`src/rtl/ktms_mmrd_mc_arb.sv`:
```
// rtl/ktms_mmrd_mc_arb.sv - round-robin arbiter sharing one context register-file read port among nreq MMIO read decoders
// Optional context parity checker: define KTMS_MMRD_ARB_PARCHK_EN.
module ktms_mmrd_mc_arb #(
    parameter int nreq          = 4,
    parameter int nreq_width    = 2,
    parameter int ctxtid_width  = 10,
    parameter int lcladdr_width = 1,
    parameter int lat           = 2
) (
    input  logic                            clk,
    input  logic                            reset,
    input  logic [nreq-1:0]                 i_req_v,
    output logic [nreq-1:0]                 o_req_r,
    input  logic [nreq*ctxtid_width-1:0]    i_req_ctxt,
    input  logic [nreq*lcladdr_width-1:0]   i_req_addr,
    input  logic                            i_hold,
    output logic                            o_rd_v,
    output logic [ctxtid_width-1:0]         o_rd_ctxt,
    output logic [lcladdr_width-1:0]        o_rd_addr,
    input  logic                            i_rd_v,
    input  logic [63:0]                     i_rd_d,
    output logic [nreq-1:0]                 o_rsp_v,
    output logic [63:0]                     o_rsp_d,
    output logic [1:0]                      o_err,
    output logic                            o_idle
);

    logic [nreq_width-1:0]    ptr_q, ptr_d;
    logic [nreq-1:0]          gnt;
    logic [nreq_width-1:0]    gidx;
    logic                     gvld;
    logic [nreq_width-1:0]    cand;
    logic                     acc;
    logic [ctxtid_width-1:0]  sel_ctxt;
    logic [lcladdr_width-1:0] sel_addr;

    // Stage 0 of the tag pipeline doubles as the issue strobe; stage lat meets the returning data.
    logic [lat:0]             tag_v_q, tag_v_d;
    logic [nreq_width-1:0]    tag_idx_q [lat+1];
    logic [ctxtid_width-1:0]  rd_ctxt_q;
    logic [lcladdr_width-1:0] rd_addr_q;
    logic [nreq-1:0]          rsp_v_q, rsp_v_d;
    logic [63:0]              rsp_d_q;
    logic [1:0]               err_q, err_d;
    logic                     tail_v;
    logic [nreq_width-1:0]    tail_idx;
    logic                     hit;
    logic                     proto_err;
    logic                     par_err;

    always_comb begin
        gnt  = '0;
        gidx = '0;
        gvld = 1'b0;
        cand = '0;
        if (!i_hold) begin
            for (int k = 1; k <= nreq; k++) begin
                cand = nreq_width'((int'(ptr_q) + k) % nreq);
                if (!gvld && i_req_v[cand]) begin
                    gvld = 1'b1;
                    gidx = cand;
                end
            end
        end
        if (gvld) gnt[gidx] = 1'b1;
    end

    assign acc     = |(i_req_v & gnt);
    assign o_req_r = gnt;
    assign ptr_d   = acc ? gidx : ptr_q;

    // Requester 0 occupies the MSBs of the packed request buses.
    always_comb begin
        sel_ctxt = '0;
        sel_addr = '0;
        for (int i = 0; i < nreq; i++) begin
            if (gidx == nreq_width'(i)) begin
                sel_ctxt = i_req_ctxt[(nreq-1-i)*ctxtid_width +: ctxtid_width];
                sel_addr = i_req_addr[(nreq-1-i)*lcladdr_width +: lcladdr_width];
            end
        end
    end

    assign tail_v    = tag_v_q[lat];
    assign tail_idx  = tag_idx_q[lat];
    assign hit       = tail_v & i_rd_v;
    assign proto_err = tail_v ^ i_rd_v;
    assign tag_v_d   = {tag_v_q[lat-1:0], acc};

`ifdef KTMS_MMRD_ARB_PARCHK_EN
    assign par_err = tag_v_q[0] & ~(^rd_ctxt_q);
`else
    assign par_err = 1'b0;
`endif

    always_comb begin
        rsp_v_d = '0;
        if (hit) rsp_v_d[tail_idx] = 1'b1;
        err_d = err_q | {par_err, proto_err};
    end

    always_ff @(posedge clk or negedge reset) begin
        if (!reset) begin
            ptr_q   <= nreq_width'(nreq - 1);
            tag_v_q <= '0;
            rsp_v_q <= '0;
            err_q   <= '0;
        end else begin
            ptr_q   <= ptr_d;
            tag_v_q <= tag_v_d;
            rsp_v_q <= rsp_v_d;
            err_q   <= err_d;
        end
    end

    always_ff @(posedge clk) begin
        if (acc) begin
            rd_ctxt_q <= sel_ctxt;
            rd_addr_q <= sel_addr;
        end
        tag_idx_q[0] <= gidx;
        for (int s = 1; s <= lat; s++) tag_idx_q[s] <= tag_idx_q[s-1];
        if (hit) rsp_d_q <= i_rd_d;
    end

    assign o_rd_v    = tag_v_q[0];
    assign o_rd_ctxt = rd_ctxt_q;
    assign o_rd_addr = rd_addr_q;
    assign o_rsp_v   = rsp_v_q;
    assign o_rsp_d   = rsp_d_q;
    assign o_err     = err_q;
    assign o_idle    = ~|tag_v_q;

endmodule
```
`config.mk`:
```
export PLATFORM = sky130hd
export DESIGN_NAME = ktms_mmrd_mc_arb
export DESIGN_NICKNAME = d
export VERILOG_FILES = /design/src/rtl/ktms_mmrd_mc_arb.sv
export SDC_FILE = /design/constraint.sdc
export NUM_CORES = 1
export LEC_CHECK = 0
export CAP_MARGIN = 20
export CORE_MARGIN = 2
export CORE_UTILIZATION = 34
export CTS_BUF_LIST = sky130_fd_sc_hd__clkbuf_8
export CTS_CLUSTER_DIAMETER = 50
export DETAILED_ROUTE_END_ITERATION = 16
export PLACE_DENSITY = 0.78
export SLEW_MARGIN = 20
export SYNTH_ARGS = -nofsm -noshare
export SYNTH_HDL_FRONTEND = slang
export SYNTH_SLANG_ARGS = --single-unit
```
`constraint.sdc`:
```
create_clock -name clk -period 2.3 [get_ports clk]
set_input_delay 0.345 -clock clk [delete_from_list [all_inputs] [get_ports clk]]
set_output_delay 0.345 -clock clk [all_outputs]
set_load 0.02 [all_outputs]
```
==> flow_summary.toml <==
[setup_path]
crit_chain = "buf_6 > or3b_4 > a311oi_4 > and3_4 > buf_6"
crit_type = "register to output pin"
slowest_delay_ns = 0.56
path_common_cell = "buf_6"
reg2reg_depth = 8
crit_arrival_ns = 2.11
critPathLaunchType = "register"
cp_max_fo = 5
worstPathRequired_ns = 1.96
end_kind = "output pin"
cp_slowest_cell = "dfstp_2"

[place]
io_buffers = 201
place_ws_ns = -0.791
dpl.hpwl_um = 6530
place_area_um2 = 5500
gp_congestion = 0.733

[drt]
drcViolationCount = 0
wl_per_cell_um = 16.6
drtIter0Drc = 79
m1WireLength_um = 3100
vias_per_cell = 4.44
firstDrtPassIters = 4
num_vias = 2339
routed_wl_um = 8740
routed.top_layer = "met4"
route.met3.wl_um = 1120
wl_met2_um = 4360
ant_nets = 0

[synth]
synth_area_um2 = 3300
yosysTopAreaCellShare_pct = 68.2
avgSynthCellArea_um2 = 19.6
synth_xor_area_share_pct = 0
yosys.area.top_type = "edfxtp_1"
synth_flop_cell = "edfxtp_1"
synthAdderAreaFrac_pct = 0.379
ys_async_sr_fraction_pct = 11.0
syn_nets = 285
syn-instance-count = 168
synth_seq_cells = 91
synthSimpleGateAreaFrac_pct = 3.94
synth_edf_count = 75
synth_compound_area_share_pct = 2.50
synthTopCellsByArea = "edfxtp_1 (68%), mux2i_1 (10%), dfrtp_1 (6.1%)"
synth_cell_types = 32
synth_most_common_cell = "edfxtp_1"
synth_top_family_by_area = "multiplexers"
yosys-top-cells-count = "edfxtp_1 (75), mux2i_1 (33), dfrtp_1 (8)"
ys.warnings.count = 0
synth_mux_area_share_pct = 10.3
ys_seq_area_share_pct = 79.5

[finish]
n_antenna_cell = 0
stdcell_area_um2 = 5870
final_util_pct = 62.9
area_growth_pct = 77.8
final_nets = 510
drive_gt1_share_pct = 13.6

[floorplanning]
io_pins = 203
row_count = 35
initial_core_util_pct = 35.4
dieHeight_um = 103
die_area_um2 = 10500
coreArea_um2 = 9330
die_w_um = 103

[outcome]
status = "finished, violations left"
violations = "setup timing"

[global_routing]
grt_pass1_wl_um = 11800
grt_pass1_vias = 2338
grt_max_degree = 69
grt-ovfl-total = 0
antenna_found_initial = 1
grt.total_usage_pct = 15.3

[timing]
finalCriticalPeriod_ns = 2.45
hold_ws_ns = 0.304
skew_ns = 0.00590
finalCritPeriodShare_pct = 107
setup_viol_count_final = 15
setup_ws_ns = -0.151
fmax_mhz = 408
rsz0062_at_grt = "yes"
slew_viol_final = 0
hold_viol = 0

[clocking]
clock-sinks = 91
clk_latency_ns = 0.35
path_clk_slew_ns = 0.09
ctsHoldBuffers = 0
clockRootBuffer = "clkbuf_8"
numCtsBuffers = 9
cts_max_path_buffers = 2
h-tree-depth = 3
tritoncts = "done"

[power]
p_leak_nw = 2.19
power_density_nw_per_um2 = 727
vdd_drop_max_mv = 0.465

[min_path]
hp-class = "input pin to asynchronous set/reset pin"

[run]
maxCapViolations = 0
## logic make-up after synthesis
group	Yosys count
DFF	91
muxes	34
and+or+nand+nor	22
buffers and inverters	10
AOI/OAI and AO/OA	9
adders and majority gates	1
other	1
## timing repair
| action | 4_1_cts | 5_1_grt |
|---|---|---|
| cloned | 1 | 2 |
| setup endpoints to repair | 15 | 15 |
| gates resized for setup | 32 | 11 |
| pin swaps | 4 | 5 |
| setup buffers | 3 | 2 |
## flip-flops by register name, indices dropped and copies added (netlist names)
register	count
o_rsp_v	4
o_rd_ctxt	10
o_rsp_d	64
o_err	1
o_rd_addr	1
tag_v_q	3
tag_idx_q	6
ptr_q	2
## power by group
part	total (mW)	internal, mW	leakage, nW	switching [mW]
Combinational	1.28	0.741	1.23	0.536
Clock	0.969	0.398	0.0837	0.570
Sequential	2.02	1.97	0.876	0.0554
Total	4.27	3.10	2.19	1.16
## per-stage QoR
| step | power, mW | instances | setup TNS (ns) |
|---|---|---|---|
| floorplan | 2.63 | 168 | 0 |
| global placement | 3.07 | 503 | -9.82 |
| detailed placement | 3.10 | 503 | -11.67 |
| CTS | 4.18 | 523 | -2.48 |
| global route | 4.46 | 527 | -2.16 |
| finish | 4.27 | 527 | -1.19 |
## final timing paths
check                                startpoint              end  slack, ns
worst max register to register         ptr_q[0]     o_rd_ctxt[8]      -0.08
worst min register to register  tag_idx_q[0][0]  tag_idx_q[0][2]       0.33
worst max-delay path                   ptr_q[0]       o_req_r[3]      -0.15
max in group asynchronous                 reset         ptr_q[1]       1.67
worst min-delay path                      reset         o_err[0]       0.30
min in group clk                tag_idx_q[0][0]  tag_idx_q[0][2]       0.33
## cell usage in the layout, fill, tap and decap left out, types with 3 or more instances in the layout
cell,Yosys,routed
nor2_1,4,4
edfxtp_1,75,75
clkinvlp_4,0,3
clkbuf_8,0,9
buf_4,1,12
nand2_1,4,4
dfrtp_1,8,8
mux2i_1,33,33
buf_6,3,6
a21o_1,3,3
clkdlybuf4s50_1,0,195
inv_1,3,4
or3b_4,0,3
dfxtp_1,6,6
## critical path, delay by kind of cell (launching register included)
family                 cells  cell delay [ns]
and+or+nand+nor            2             0.65
DFF                        1             0.56
AOI/OAI and AO/OA          1             0.33
buffers and inverters      2             0.22
## area by class of cell
cell class	instances	area (um^2)
fillers	716	3460
flip-flops and latches	91	2630
repair buffers	221	2260
multi-input cells	67	629
well taps	129	161
clock buffers	9	124
clock inverters	7	52.6
inverters	3	11.3
## metal layers
layer,up-vias,track usage [%]
li1,1086,-
met1,1094,15.6
met2,146,27.7
met3,13,6.85
met4,0,5.23
met5,-,0
(Power assumes the default switching activity.)
